--- config.mk ---
export PLATFORM = sky130hd
export DESIGN_NAME = md_sched_flat
export DESIGN_NICKNAME = d
export VERILOG_FILES = /design/src/rtl/md_sched_if.sv /design/src/rtl/md_sched.sv /design/src/flat_wrapper.sv
export SDC_FILE = /design/constraint.sdc
export NUM_CORES = 1
export LEC_CHECK = 0
export CAP_MARGIN = 20
export CORE_MARGIN = 2
export CORE_UTILIZATION = 42
export CTS_CLUSTER_DIAMETER = 30
export DETAILED_ROUTE_END_ITERATION = 10
export PLACE_DENSITY_LB_ADDON = 0.3
export SYNTH_ARGS = -nofsm -noshare
export SYNTH_HDL_FRONTEND = slang
export SYNTH_SLANG_ARGS = --single-unit
--- constraint.sdc ---
create_clock -name i_clk -period 1.8 [get_ports i_clk]
set_input_delay 0.27 -clock i_clk [delete_from_list [all_inputs] [get_ports i_clk]]
set_output_delay 0.27 -clock i_clk [all_outputs]
set_load 0.02 [all_outputs]
--- src/rtl/md_sched_if.sv ---
// Decode-to-issue handshake between the ID stage and the mul/div issue controller.
// The decoder side drives the i_* fields; the controller answers on the o_* fields.
interface md_sched_if;
    logic       i_valid;
    logic [2:0] i_op_mode;
    logic [4:0] i_rd;
    logic [4:0] i_rs1;
    logic [4:0] i_rs2;
    logic       i_reg_write;
    logic       i_mem_read;
    logic       i_flush;
    logic       o_stall;
    logic       o_issue;
    logic       o_md_start;
    logic [2:0] o_md_op;
    logic [4:0] o_md_rd;
    logic       o_md_busy;
    logic       o_md_wb;

    modport master (
        output i_valid, i_op_mode, i_rd, i_rs1, i_rs2, i_reg_write, i_mem_read, i_flush,
        input  o_stall, o_issue, o_md_start, o_md_op, o_md_rd, o_md_busy, o_md_wb
    );

    modport slave (
        input  i_valid, i_op_mode, i_rd, i_rs1, i_rs2, i_reg_write, i_mem_read, i_flush,
        output o_stall, o_issue, o_md_start, o_md_op, o_md_rd, o_md_busy, o_md_wb
    );
endinterface

--- src/rtl/md_sched.sv ---
// ID->EX issue/hazard controller: sequences the shared iterative mul/div unit, arbitrates
// the register-file write port and detects load-use hazards.
module md_sched #(
    parameter int MUL_LAT = 4,
    parameter int DIV_LAT = 33
) (
    input  logic        i_clk,
    input  logic        i_rst_n,
    md_sched_if.slave   bus
);
    localparam int MAX_LAT = (MUL_LAT > DIV_LAT) ? MUL_LAT : DIV_LAT;
    localparam int CNT_W   = (MAX_LAT > 2) ? $clog2(MAX_LAT - 1) : 1;

    localparam logic [CNT_W-1:0] MUL_CNT = CNT_W'(MUL_LAT - 2);
    localparam logic [CNT_W-1:0] DIV_CNT = CNT_W'(DIV_LAT - 2);

    localparam logic [1:0] ST_IDLE = 2'd0;
    localparam logic [1:0] ST_BUSY = 2'd1;
    localparam logic [1:0] ST_DONE = 2'd2;

    function automatic logic is_md_op(input logic [2:0] op);
        return (op == 3'd5) || (op == 3'd6) || (op == 3'd7);
    endfunction

    logic [1:0]       state_p1;
    logic [CNT_W-1:0] cnt_p1;
    logic [4:0]       load_rd_p1;
    logic [2:0]       md_op_p1;
    logic [4:0]       md_rd_p1;
    logic             md_start_p1;

    logic in_flight;
    logic md_done;
    logic rd_hit;
    logic hz_md;
    logic hz_load;
    logic live;
    logic issue;
    logic md_go;
    logic load_go;

    always_comb begin
        in_flight = (state_p1 != ST_IDLE);
        md_done   = (state_p1 == ST_DONE);
        // An rd of x0 never names a real destination, so it cannot create RAW/WAW.
        rd_hit    = (md_rd_p1 != 5'd0) &&
                    ((bus.i_rs1 == md_rd_p1) || (bus.i_rs2 == md_rd_p1) ||
                     (bus.i_reg_write && (bus.i_rd == md_rd_p1)));
        hz_md     = bus.i_valid && in_flight &&
                    (is_md_op(bus.i_op_mode) || rd_hit || (md_done && bus.i_reg_write));
        hz_load   = bus.i_valid && (load_rd_p1 != 5'd0) &&
                    ((bus.i_rs1 == load_rd_p1) || (bus.i_rs2 == load_rd_p1));
        live      = bus.i_valid && !bus.i_flush;
        issue     = live && !(hz_md || hz_load);
        md_go     = issue && is_md_op(bus.i_op_mode);
        load_go   = issue && bus.i_mem_read && bus.i_reg_write;
    end

    assign bus.o_stall    = live && (hz_md || hz_load);
    assign bus.o_issue    = issue;
    assign bus.o_md_start = md_start_p1;
    assign bus.o_md_op    = md_op_p1;
    assign bus.o_md_rd    = md_rd_p1;
    assign bus.o_md_busy  = in_flight;
    assign bus.o_md_wb    = md_done;

    // ID -> EX boundary: sequencer state, latched op and load destination
    always_ff @(posedge i_clk) begin
        if (!i_rst_n) begin
            state_p1    <= ST_IDLE;
            cnt_p1      <= '0;
            load_rd_p1  <= 5'd0;
            md_op_p1    <= 3'd0;
            md_rd_p1    <= 5'd0;
            md_start_p1 <= 1'b0;
        end else begin
            md_start_p1 <= md_go;
            load_rd_p1  <= load_go ? bus.i_rd : 5'd0;
            case (state_p1)
                ST_IDLE: begin
                    if (md_go) begin
                        md_op_p1 <= bus.i_op_mode;
                        md_rd_p1 <= bus.i_rd;
                        cnt_p1   <= (bus.i_op_mode == 3'd5) ? MUL_CNT : DIV_CNT;
                        state_p1 <= ST_BUSY;
                    end
                end
                ST_BUSY: begin
                    if (cnt_p1 == '0) begin
                        state_p1 <= ST_DONE;
                    end else begin
                        cnt_p1 <= cnt_p1 - 1'b1;
                    end
                end
                ST_DONE: begin
                    state_p1 <= ST_IDLE;
                end
                default: begin
                    state_p1 <= ST_IDLE;
                end
            endcase
        end
    end
endmodule
--- src/flat_wrapper.sv ---
// flat-port wrapper written by rule: the top's interface ports become plain ports
module md_sched_flat 
#(
    parameter int MUL_LAT = 4,
    parameter int DIV_LAT = 33
)
  (i_clk, i_rst_n, bus_i_valid, bus_i_op_mode, bus_i_rd, bus_i_rs1, bus_i_rs2, bus_i_reg_write, bus_i_mem_read, bus_i_flush, bus_o_stall, bus_o_issue, bus_o_md_start, bus_o_md_op, bus_o_md_rd, bus_o_md_busy, bus_o_md_wb);
  md_sched_if bus_i ();
  input  logic i_clk;
  input  logic i_rst_n;
  input wire logic [$bits(bus_i.i_valid)-1:0] bus_i_valid;
  input wire logic [$bits(bus_i.i_op_mode)-1:0] bus_i_op_mode;
  input wire logic [$bits(bus_i.i_rd)-1:0] bus_i_rd;
  input wire logic [$bits(bus_i.i_rs1)-1:0] bus_i_rs1;
  input wire logic [$bits(bus_i.i_rs2)-1:0] bus_i_rs2;
  input wire logic [$bits(bus_i.i_reg_write)-1:0] bus_i_reg_write;
  input wire logic [$bits(bus_i.i_mem_read)-1:0] bus_i_mem_read;
  input wire logic [$bits(bus_i.i_flush)-1:0] bus_i_flush;
  output wire logic [$bits(bus_i.o_stall)-1:0] bus_o_stall;
  output wire logic [$bits(bus_i.o_issue)-1:0] bus_o_issue;
  output wire logic [$bits(bus_i.o_md_start)-1:0] bus_o_md_start;
  output wire logic [$bits(bus_i.o_md_op)-1:0] bus_o_md_op;
  output wire logic [$bits(bus_i.o_md_rd)-1:0] bus_o_md_rd;
  output wire logic [$bits(bus_i.o_md_busy)-1:0] bus_o_md_busy;
  output wire logic [$bits(bus_i.o_md_wb)-1:0] bus_o_md_wb;
  assign bus_i.i_valid = bus_i_valid;
  assign bus_i.i_op_mode = bus_i_op_mode;
  assign bus_i.i_rd = bus_i_rd;
  assign bus_i.i_rs1 = bus_i_rs1;
  assign bus_i.i_rs2 = bus_i_rs2;
  assign bus_i.i_reg_write = bus_i_reg_write;
  assign bus_i.i_mem_read = bus_i_mem_read;
  assign bus_i.i_flush = bus_i_flush;
  assign bus_o_stall = bus_i.o_stall;
  assign bus_o_issue = bus_i.o_issue;
  assign bus_o_md_start = bus_i.o_md_start;
  assign bus_o_md_op = bus_i.o_md_op;
  assign bus_o_md_rd = bus_i.o_md_rd;
  assign bus_o_md_busy = bus_i.o_md_busy;
  assign bus_o_md_wb = bus_i.o_md_wb;
  md_sched #(.MUL_LAT(MUL_LAT), .DIV_LAT(DIV_LAT)) u_core (.i_clk(i_clk), .i_rst_n(i_rst_n), .bus(bus_i));
endmodule
# Word level (Yosys, flattened, before mapping)
# Cells that the tools add are included.
# word_totals
in_bits	24
regBits	21
# op_classes
add_sub_neg	1
reduce_logical	33
muxes	7
n_eq_ne	13
# ops
operator	n
$eq 5x5->1	5
$mux 5	3
$logic_and 1x1->1	13
$pmux 5 s2	1
$reduce_bool 5->1	2
$eq 3x3->1 const B	3
$logic_or 1x1->1	8
$reduce_and 2->1	3
$logic_not 5->1	1
$sub 5x1->5 const B	1
$mux 2	2
$ne 2x1->1 const B	2
$pmux 2 s2	1
$reduce_bool 2->1	2
$reduce_and 3->1	1
$eq 2x1->1 const B	1
$eq 2x2->1 const B	1
$logic_not 1->1	2
$logic_not 2->1	1
$ne 2x2->1 const B	1

# Depth between registers and ports, before layout
# Gate-level depths: netlist of run 1.
# logic_depth
ltp_word	13
depth_mapped	8
mapped_depth_nobuf	8

# Least setup slack after synthesis of run 1
# Ideal clock, no wire load.
# synth_timing
kind	flip-flop to output port
start	register u_core.md_rd_p1[2] (netlist: u_core.bus.o_md_rd[2])
end	output port bus_o_stall
t_arrival_ps	1727
stages_incl_launch_ff	7
path_buffers	0
path_slack_ps	-197
path_cell_list	dfxtp_1 xor2_1 nor4_1 and3_1 nor3_1 o211ai_1 and2_1
# synth_via
elab_chain_len	9
elab_cells_between_ends	13
cone_classes	eq/ne: 3; reduce/logical: 10
# synth_lines
element	line	text
from (decl)	md_sched.sv:29	logic [4:0] md_rd_p1;
from (signal assigned)	md_sched.sv:83	md_rd_p1 <= bus.i_rd;
$eq 5x5->1 (on tied branches)	md_sched.sv:47, md_sched.sv:48	
$logic_or 1x1->1 / $logic_and 1x1->1 (equally long branches)	md_sched.sv:47, md_sched.sv:48	
$logic_or 1x1->1	md_sched.sv:47	((bus.i_rs1 == md_rd_p1) || (bus.i_rs2 == md_rd_p1) ||
$logic_and 1x1->1 (*)	md_sched.sv:46	rd_hit = (md_rd_p1 != 5'd0) &&
$logic_or 1x1->1 (*) (2 in series)	md_sched.sv:50	(is_md_op(bus.i_op_mode) || rd_hit || (md_done && bus.i_reg_write));
$logic_and 1x1->1 (*)	md_sched.sv:49	hz_md = bus.i_valid && in_flight &&
$logic_or 1x1->1 (*)	md_sched.sv:59	assign bus.o_stall = live && (hz_md || hz_load);
$logic_and 1x1->1 (*)	md_sched.sv:59	
to (decl)	flat_wrapper.sv:19	output wire logic [$bits(bus_i.o_stall)-1:0] bus_o_stall;
# Mark *: on every way between the ends. The rest lies on a longest branch, timed or not.

# Final worst setup path of run 1
# layout_timing
start	register u_core.md_rd_p1[0] (netlist: u_core.bus.o_md_rd[0])
end	output port bus_o_issue
# layout_via
elab_chain_len	10
elab_cells_between_ends	14
cone_classes	eq/ne: 3; reduce/logical: 11
# layout_lines
element	line	text
$eq 5x5->1 (on tied branches)	md_sched.sv:47, md_sched.sv:48	
$logic_or 1x1->1 / $logic_and 1x1->1 (equally long branches)	md_sched.sv:47, md_sched.sv:48	
$logic_or 1x1->1	md_sched.sv:47	
$logic_and 1x1->1 (*)	md_sched.sv:46	
$logic_or 1x1->1 (*) (2 in series)	md_sched.sv:50	
$logic_and 1x1->1 (*)	md_sched.sv:49	
$logic_or 1x1->1 (*)	md_sched.sv:54	issue = live && !(hz_md || hz_load);
$logic_not 1->1 (*)	md_sched.sv:54	
$logic_and 1x1->1 (*)	md_sched.sv:54	
to (decl)	flat_wrapper.sv:20	output wire logic [$bits(bus_i.o_issue)-1:0] bus_o_issue;
# Marks and branches as above.

==> results.cfg, run 1 <==
[timing]
relSlewSlack = 0.715
slew_violations = 0
worstMarginPinSlew_ns = 0.426
rsz0062_at_grt = true
fin_tns_setup_ns = -3.06
hold_violations = 0
min_period_ns = 2.17
setup_slack_ns = -0.365
max_freq_ghz = 0.462
setup_viol = 17
post-route-period-util = 1.20
skew_ns = 0.00817
hold_ws_ns = 0.403

[critical_path]
worstPathMaxFanout = 4
path_class = reg -> out
worstPathArrival_ns = 1.90
crit_path_end_kind = output pin
required_ns = 1.53
critPathLaunchType = flop

[place]
placed_area_um2 = 1890
place_ws_ns = -0.916
place_hpwl_um = 2790
gp_congestion = 0.975
port_buffers = 36

[global_route]
use_met3 = 0.0198
grt_pass1_vias = 1335
grt_most_used_layer = met2
grt_use_met2 = 0.443
grt.met1_usage = 0.234
grt_max_degree = 14
grt-ovfl-total = 0
antenna_found_initial = 0
grt_usage = 0.219
grt_pass1_wl_um = 5850

[route]
firstDrtPassIters = 7
wire_per_inst_um = 14.7
drc = 3
vias = 1322
vias_per_cell = 5.27
drt.antenna.violating_nets = 0
drt-initial-drc-count = 40
wl_um = 3690

[run_status]
failed_checks = DRC, setup timing
status = finished, violations left

[job]
drv_cap = 0

[cts]
clk_pin_slew_ns = 0.13
htreeDepth = 1
cts_buffers = 3
clkSinkCount = 21
cts_tree = built
clockBufferDepth = 2
clk_latency_ns = 0.30
root_buffer = clkbuf_4
hold_buffers = 0

[floorplan]
die_h_um = 58.9
core.rowCount = 19
ios = 37
die_w_um = 58.9
die_area_um2 = 3470
core_um2 = 2810
start_util = 0.451

[synth]
synth_ff_type = dfxtp_1
async_flop_share = 0
yosysWarnings = 0
synth_seq_cells = 21
syn_inst = 144
yosysTopAreaCell = dfxtp_1
synth_nets = 170
post_synth.cell_area_avg_um2 = 8.78
yosysSeqAreaShare = 0.332
syn_area_um2 = 1260
ys_types = 36
synth_area_leaders = dfxtp_1, xnor2_1, xor2_1, mux2i_1, nor2b_1
synth.top_cell.area_share = 0.332
synth_edf_count = 0

[hold_path]
hold_path_class = in -> reg

[finish]
final_common_cell = buf_4
area_delta_synth_final_pct = 65.1
layout_common_cells = buf_4, clkdlybuf4s50_1, dlygate4sd2_1
fin_nets = 247
drive_gt1_frac = 0.336
fin_area_um2 = 2090
diodes = 0

[pwr]
peakVddDrop_mv = 0.335
leakage_nw = 0.911
p_per_area_nw_per_um2 = 493
worst paths after layout:
kind / endpoint / slack, ns / depth (start not counted) / from
min reg2reg: u_core.bus.o_md_op[2]$_SDFFE_PN0P_ / 0.49 / 1 / u_core.bus.o_md_op[2]$_SDFFE_PN0P_
min: u_core.load_rd_p1[0]$_SDFF_PN0_ / 0.40 / 3 / bus_i_rd[0]
max: bus_o_issue / -0.37 / 9 / u_core.bus.o_md_rd[0]$_SDFFE_PN0P_
max reg2reg: u_core.bus.o_md_rd[3]$_SDFFE_PN0P_ / -0.24 / 10 / u_core.load_rd_p1[2]$_SDFF_PN0_
final cells by class:
cell class,instances,area (µm²)
multi-input cells,118,900
repair buffers,75,673
well taps,31,38.8
inverters,2,7.51
clock buffers,3,22.5
clock inverters,1,5.00
flip-flops and latches,21,442
fillers,197,717
sequential cells by signal (all words and copies together) (netlist names):
register	cells
u_core.load_rd_p1	5
u_core.bus.o_md_start	1
u_core.bus.o_md_rd	5
u_core.state_p1	2
u_core.cnt_p1	5
u_core.bus.o_md_op	3
stage by stage:
stage / util / total power (W) / std cells
6_report: 0.744 / 0.00103 / 251
3_3_place_gp: 0.675 / 0.000781 / 240
2_1_floorplan: - / 0.000644 / 144
3_5_place_dp: 0.675 / 0.000792 / 240
4_1_cts: 0.712 / 0.00102 / 248
5_1_grt: 0.744 / 0.00109 / 251
report_power, final:
| group | leakage [nW] | total (W) | switching [W] | internal, W |
|---|---|---|---|---|
| clock network | 0.0177 | 0.000229 | 0.000147 | 0.0000827 |
| logic | 0.717 | 0.000305 | 0.000135 | 0.000170 |
| registers | 0.176 | 0.000496 | 0.0000188 | 0.000477 |
cells in the mapped netlist (all sizes together) (2+ instances only):
library cell / n
xor2: 10
nor3: 7
nand3: 10
clkbuf: 2
ha: 2
mux2i: 6
a21oi: 3
or2: 2
o21ai: 4
nand2: 11
o21a: 4
xnor2: 16
and2: 3
and3: 5
nor2: 11
nand2b: 2
dfxtp: 21
nor2b: 9
inv: 2
critical path, stage by stage, from the launching register on:
cell and delay [ns]:
dfxtp_2 0.36, buf_4 0.15, xnor2_1 0.15, nand3_1 0.14, nor3_2 0.18, nor3_2 0.08
o211ai_1 0.21, buf_4 0.16, nor2_2 0.04, buf_6 0.13
logic make-up after synthesis:
group / Yosys count / share of synthesized area
buf+inv: 5 / 0.0208
simple gates: 65 / 0.268
compound gates: 19 / 0.132
mux: 6 / 0.0475
xor+xnor: 26 / 0.180
flops: 21 / 0.332
fa+ha+maj: 2 / 0.0198
per-layer routing:
metal | vias to the layer above | routed length, µm
met1 | 622 | 1360
li1 | 661 | -
met3 | 6 | 134
met4 | 0 | 42
met2 | 33 | 2150
met5 | - | 0
what timing repair did:
item	in CTS	in global routing
pin swaps	18	12
endpoints found under the hold margin	0	0
endpoints found under the setup margin	18	18
gates resized for setup	44	16
buffers inserted	5	4
Note: power is estimated with default switching activity, not from simulation.
==> run 2: changes to the inputs <==
--- a/config.mk
+++ b/config.mk
@@ -6,11 +6,11 @@
 export NUM_CORES = 1
 export LEC_CHECK = 0
 export CAP_MARGIN = 20
-export CORE_MARGIN = 2
 export CORE_UTILIZATION = 42
 export CTS_CLUSTER_DIAMETER = 30
 export DETAILED_ROUTE_END_ITERATION = 10
 export PLACE_DENSITY_LB_ADDON = 0.3
+export SLEW_MARGIN = 10
 export SYNTH_ARGS = -nofsm -noshare
 export SYNTH_HDL_FRONTEND = slang
 export SYNTH_SLANG_ARGS = --single-unit
==> run 2 against run 1 <==
The run still ends with DRC, setup timing left. Non-clock buffer count did not move. Wire length rose by 6.6%. Power rose by 4.4%. Flip-flop and latch count did not move. Fmax fell by 3.3%. Clock power rose by 9.2%. Core utilization rose by 2.8 points. Worst hold slack got worse by 0.025 ns. Global-route usage rose by 3.0 points. Setup slack got worse by 0.073 ns. Largest cell class unchanged.
==> results.cfg, run 2 (same netlist as run 1, synthesis figures left out) <==
[finish]
layout_common_cells = buf_4, clkdlybuf4s50_1, dlygate4sd2_1
fillers = 201
final_common_cell = buf_4
fin_area_um2 = 2170
diodes = 0
drive_gt1_frac = 0.391
final_util = 0.772
area_delta_synth_final_pct = 71.2
fin_nets = 247
layout.cells.non_filler = 251

[critical_path]
path_class = reg -> out
crit_path_end_kind = output pin
worstPathArrival_ns = 1.97
r2r_cells = 11
crit_path_start = u_core.bus.o_md_rd[3]$_SDFFE_PN0P_
max_stage_delay_ns = 0.38
crit_end = bus_o_issue
required_ns = 1.53
reg2reg_slack_ns = -0.29
crit_path_top_delay_cell = dfxtp_4
critPathLaunchType = flop
r2r_end = u_core.bus.o_md_rd[0]$_SDFFE_PN0P_
worstPathMaxFanout = 3
reg2reg_from = u_core.load_rd_p1[2]$_SDFF_PN0_
cp_cell_sequence = xor2_1 -> nor4_2 -> and3_1 -> nor3_2 -> o211ai_1 -> buf_4 -> nor2_2 -> buf_6

[timing]
post-route-period-util = 1.24
setup_slack_ns = -0.439
slew_violations = 0
max_freq_ghz = 0.447
skew_ns = 0.00806
relSlewSlack = 0.711
setup_viol = 17
min_period_ns = 2.24
rsz0062_at_grt = true
hold_violations = 0
worstMarginPinSlew_ns = 0.427

[route]
wl_met1_um = 1470
vias = 1333
firstDrtPassIters = 7
drt.antenna.violating_nets = 0
wl_met2_um = 2250
wire_per_inst_um = 15.7
wl_met3_um = 141
highest_layer = met4
wl_um = 3930
drc = 6
drt-initial-drc-count = 39
vias_per_cell = 5.31

[floorplan]
core_um2 = 2810
start_util = 0.451
die_h_um = 56.9
die_area_um2 = 3240
die_w_um = 56.9
ios = 37
core.rowCount = 19

[pwr]
switching_share = 0.306
p_sw_w = 0.000330
leakage_nw = 0.917
p_comb_frac = 0.304
p_per_area_nw_per_um2 = 497
peakVddDrop_mv = 0.327
pwr-share-clk = 0.233
p_seq_frac = 0.464
internal_power_w = 0.000746
p_total_w = 0.00108

[cts]
cts_buffers = 3
clk_latency_ns = 0.32
hold_buffers = 0
cts_tree = built
htreeDepth = 1
clkSinkCount = 21
clk_pin_slew_ns = 0.13
root_buffer = clkbuf_4
clockBufferDepth = 2

[place]
port_buffers = 36
place_ws_ns = -0.891
dp_cells = 238
place_hpwl_um = 2810
gp_congestion = 0.950
placed_area_um2 = 1900

[hold_path]
hold_path_class = in -> reg

[global_route]
grt-ovfl-total = 0
grt_usage = 0.249
antenna_found_initial = 0
grt_pass1_wl_um = 6200
grt_pass1_vias = 1402
grt_max_degree = 14

[job]
drv_cap = 0

[run_status]
status = finished, violations left
failed_checks = DRC, setup timing
run 2: power groups by stage:
stage / clock [W] / combinational, W / sequential [W]
after CTS: 0.000258 / 0.000305 / 0.000497
final: 0.000250 / 0.000327 / 0.000499
after detailed placement: 0 / 0.000286 / 0.000509
after floorplan: 0 / 0.000129 / 0.000515
after global placement: 0 / 0.000277 / 0.000508
after global routing: 0.000274 / 0.000348 / 0.000501
run 2: through the flow:
stage / setup TNS (ns) / hold slack (ns)
2_1_floorplan: -0.125 / 0.396
3_3_place_gp: -9.84 / 0.449
3_5_place_dp: -10.40 / 0.470
4_1_cts: -2.74 / 0.355
5_1_grt: -5.15 / 0.376
6_report: -3.65 / 0.378
run 2: how the worst min path moves through the flow:
stage,from,endpoint,slack [ns],cells after the start
after global placement,u_core.bus.o_md_op[2]$_SDFFE_PN0P_,u_core.bus.o_md_op[2]$_SDFFE_PN0P_,0.45,1
after CTS,bus_i_rd[3],u_core.load_rd_p1[3]$_SDFF_PN0_,0.35,3
after floorplan,bus_i_rd[0],u_core.load_rd_p1[0]$_SDFF_PN0_,0.40,2
after global routing,bus_i_rd[0],u_core.load_rd_p1[0]$_SDFF_PN0_,0.38,3
final,bus_i_rd[0],u_core.load_rd_p1[0]$_SDFF_PN0_,0.38,3
after detailed placement,u_core.bus.o_md_op[2]$_SDFFE_PN0P_,u_core.bus.o_md_op[2]$_SDFFE_PN0P_,0.47,1
run 2: area by class of cell:
type,count,area [µm²],area share
Clock buffer,3,22.5,0.0104
Clock inverter,1,7.51,0.00347
Tap cell,31,38.8,0.0179
Sequential cell,21,435,0.201
Timing Repair Buffer,75,691,0.319
Inverter,2,7.51,0.00347
Multi-Input combinational cell,118,963,0.445
run 2: layer usage:
layer | GRT usage | up-vias
met5 | 0 | -
met2 | 0.513 | 39
met4 | 0.0697 | 0
met3 | 0.0230 | 8
li1 | - | 656
met1 | 0.259 | 630
run 2: critical path, delay by kind of cell, from the launching register on:
kind | cells | cell delay (ns)
buffers and inverters | 2 | 0.28
XOR/XNOR | 1 | 0.16
AO/OA/AOI/OAI | 1 | 0.19
AND/OR/NAND/NOR | 4 | 0.63
flip-flops | 1 | 0.38
run 2: what timing repair did:
action	4_1_cts	5_1_grt
gates resized for setup	47	19
setup buffers	9	2
pin swaps	7	10
setup endpoints to repair	17	23
==> run 3: changes to the inputs <==
--- a/config.mk
+++ b/config.mk
@@ -6,11 +6,11 @@
 export NUM_CORES = 1
 export LEC_CHECK = 0
 export CAP_MARGIN = 20
-export CORE_UTILIZATION = 42
+export CORE_UTILIZATION = 50
 export CTS_CLUSTER_DIAMETER = 30
 export DETAILED_ROUTE_END_ITERATION = 10
+export DONT_BUFFER_PORTS = 1
 export PLACE_DENSITY_LB_ADDON = 0.3
-export SLEW_MARGIN = 10
 export SYNTH_ARGS = -nofsm -noshare
 export SYNTH_HDL_FRONTEND = slang
 export SYNTH_SLANG_ARGS = --single-unit
==> run 3 against run 2 <==
Register-to-register slack worse by 0.09 ns. Flip-flop and latch count stayed put. The run ends with setup timing left. Power is 11% lower. Largest power group unchanged.
==> results.cfg, run 3 (same netlist as run 1, synthesis figures left out) <==
[run_status]
status = finished, violations left
failed_checks = setup timing

[timing]
post-route-period-util = 1.21
slew_violations = 0
setup_slack_ns = -0.377
rsz0062_at_grt = true
worstMarginPinSlew_ns = 0.616
setup_viol = 22
skew_ns = 0.00828
max_freq_ghz = 0.459
hold_violations = 0
relSlewSlack = 0.585
hold_ws_ns = 0.0651
min_period_ns = 2.18

[place]
gp_congestion = 0.950
place_hpwl_um = 2290
dp_cells = 187
port_buffers = 0
placed_area_um2 = 1430

[floorplan]
core.rowCount = 17
start_util = 0.551
die_h_um = 52.3
die_area_um2 = 2740
core_um2 = 2300
ios = 37
die_w_um = 52.3

[critical_path]
required_ns = 2.05
worstPathMaxFanout = 5
cp_cell_sequence = buf_4 -> xor2_1 -> nor3_1 -> nor3_1 -> o211ai_1 -> buf_4 -> buf_6 -> buf_6 -> buf_6 -> buf_6 -> buf_6 -> nor2_1
critPathLaunchType = flop
reg2reg_slack_ns = -0.38
r2r_end = u_core.load_rd_p1[1]$_SDFF_PN0_
crit_path_start = u_core.bus.o_md_rd[2]$_SDFFE_PN0P_
max_stage_delay_ns = 0.39
path_common_cell = buf_6
crit_path_top_delay_cell = dfxtp_2
reg2reg_from = u_core.bus.o_md_rd[2]$_SDFFE_PN0P_
crit_path_end_kind = flop
worstPathArrival_ns = 2.42
r2r_cells = 12
path_class = reg -> reg
crit_end = u_core.load_rd_p1[1]$_SDFF_PN0_

[global_route]
use_met3 = 0.0551
grt_usage = 0.273
grt_max_degree = 19
grt_pass1_vias = 1112
grt-ovfl-total = 0
antenna_found_initial = 0
grt_most_used_layer = met2
grt_use_met2 = 0.473
grt_pass1_wl_um = 5290
grt.met1_usage = 0.311

[finish]
fin_area_um2 = 1770
area_delta_synth_final_pct = 39.8
diodes = 0
drive_gt1_frac = 0.375
final_util = 0.770
layout_common_cells = buf_6, buf_4, dfxtp_1
layout.cells.non_filler = 204
fin_nets = 203
final_common_cell = buf_6

[pwr]
leakage_nw = 0.700
internal_power_w = 0.000685
pwr-share-clk = 0.244
p_sw_w = 0.000278
p_seq_frac = 0.522
p_total_w = 0.000963
switching_share = 0.289
p_per_area_nw_per_um2 = 545
peakVddDrop_mv = 0.461
p_comb_frac = 0.234

[route]
drt-initial-drc-count = 37
firstDrtPassIters = 6
vias_per_cell = 5.94
drc = 0
drt.antenna.violating_nets = 0
vias = 1212
wl_um = 3770
wire_per_inst_um = 18.5

[cts]
clockBufferDepth = 2
htreeDepth = 1
cts_buffers = 3
cts_tree = built
clkSinkCount = 21
clk_latency_ns = 0.31
root_buffer = clkbuf_4
clk_pin_slew_ns = 0.12

[hold_path]
holdCritStartpoint = bus_i_rd[3]
hold_path_class = in -> reg

[job]
drv_cap = 0
[run 3: cell count changes in the layout (fill, tap and decap cells not counted), sizes merged]
cell,change
clkdlybuf4s50,-21
clkinvlp,-1
buf,-10
dlygate4sd2,-13
clkbuf,+1
[run 3: worst min path at each step]
stage / endpoint / slack (ns) / cells past startpoint
6_report: u_core.load_rd_p1[3]$_SDFF_PN0_ / 0.07 / 2
5_1_grt: u_core.bus.o_md_op[2]$_SDFFE_PN0P_ / 0.06 / 1
4_1_cts: u_core.load_rd_p1[3]$_SDFF_PN0_ / 0.07 / 2
3_5_place_dp: u_core.cnt_p1[4]$_SDFFE_PN0P_ / 0.39 / 1
3_3_place_gp: u_core.bus.o_md_op[2]$_SDFFE_PN0P_ / 0.39 / 1
2_1_floorplan: u_core.load_rd_p1[0]$_SDFF_PN0_ / 0.40 / 2
[run 3: per-layer routing]
layer | up-vias | share of wire
li1 | 567 | -
met1 | 562 | 0.39
met2 | 68 | 0.52
met3 | 15 | 0.061
met4 | 0 | 0.029
met5 | - | 0
[run 3: repair_timing]
action	4_1_cts	5_1_grt
gates cloned	0	0
pin swaps	17	9
endpoints found under the setup margin	10	21
endpoints found under the hold margin	0	0
hold buffers	0	0
setup buffers	12	2
resized for setup	35	13
[run 3: area by class of cell]
cell class / instances / area, µm²
fill: 154 / 529
tap: 28 / 35.0
sequential: 21 / 440
timing repair buffer: 31 / 293
multi-input combinational: 118 / 966
clock buffer: 4 / 26.3
inverter: 2 / 7.51
[run 3: power groups by stage]
stage          Clock (W)  Sequential [W]  Combinational, W
5_1_grt         0.000257        0.000505          0.000241
6_report        0.000235        0.000503          0.000226
4_1_cts         0.000223        0.000502          0.000199
3_5_place_dp           0        0.000515          0.000166
2_1_floorplan          0        0.000515          0.000129
3_3_place_gp           0        0.000514          0.000160
[run 3: worst max-delay path: cells and delay by family, from the launching register on]
family | cells | cell delay [ns]
buffers and inverters | 7 | 0.90
AND/OR/NAND/NOR | 3 | 0.45
flip-flops | 1 | 0.39
XOR/XNOR | 1 | 0.19
AO/OA/AOI/OAI | 1 | 0.18
[run 3: metrics by stage]
step / TNS, ns / worst slack, ns
CTS: -2.43 / -0.310
global placement: -0.197 / -0.0917
floorplan: -0.125 / -0.0654
finish: -4.42 / -0.377
detailed placement: -0.628 / -0.195
global route: -6.25 / -0.463
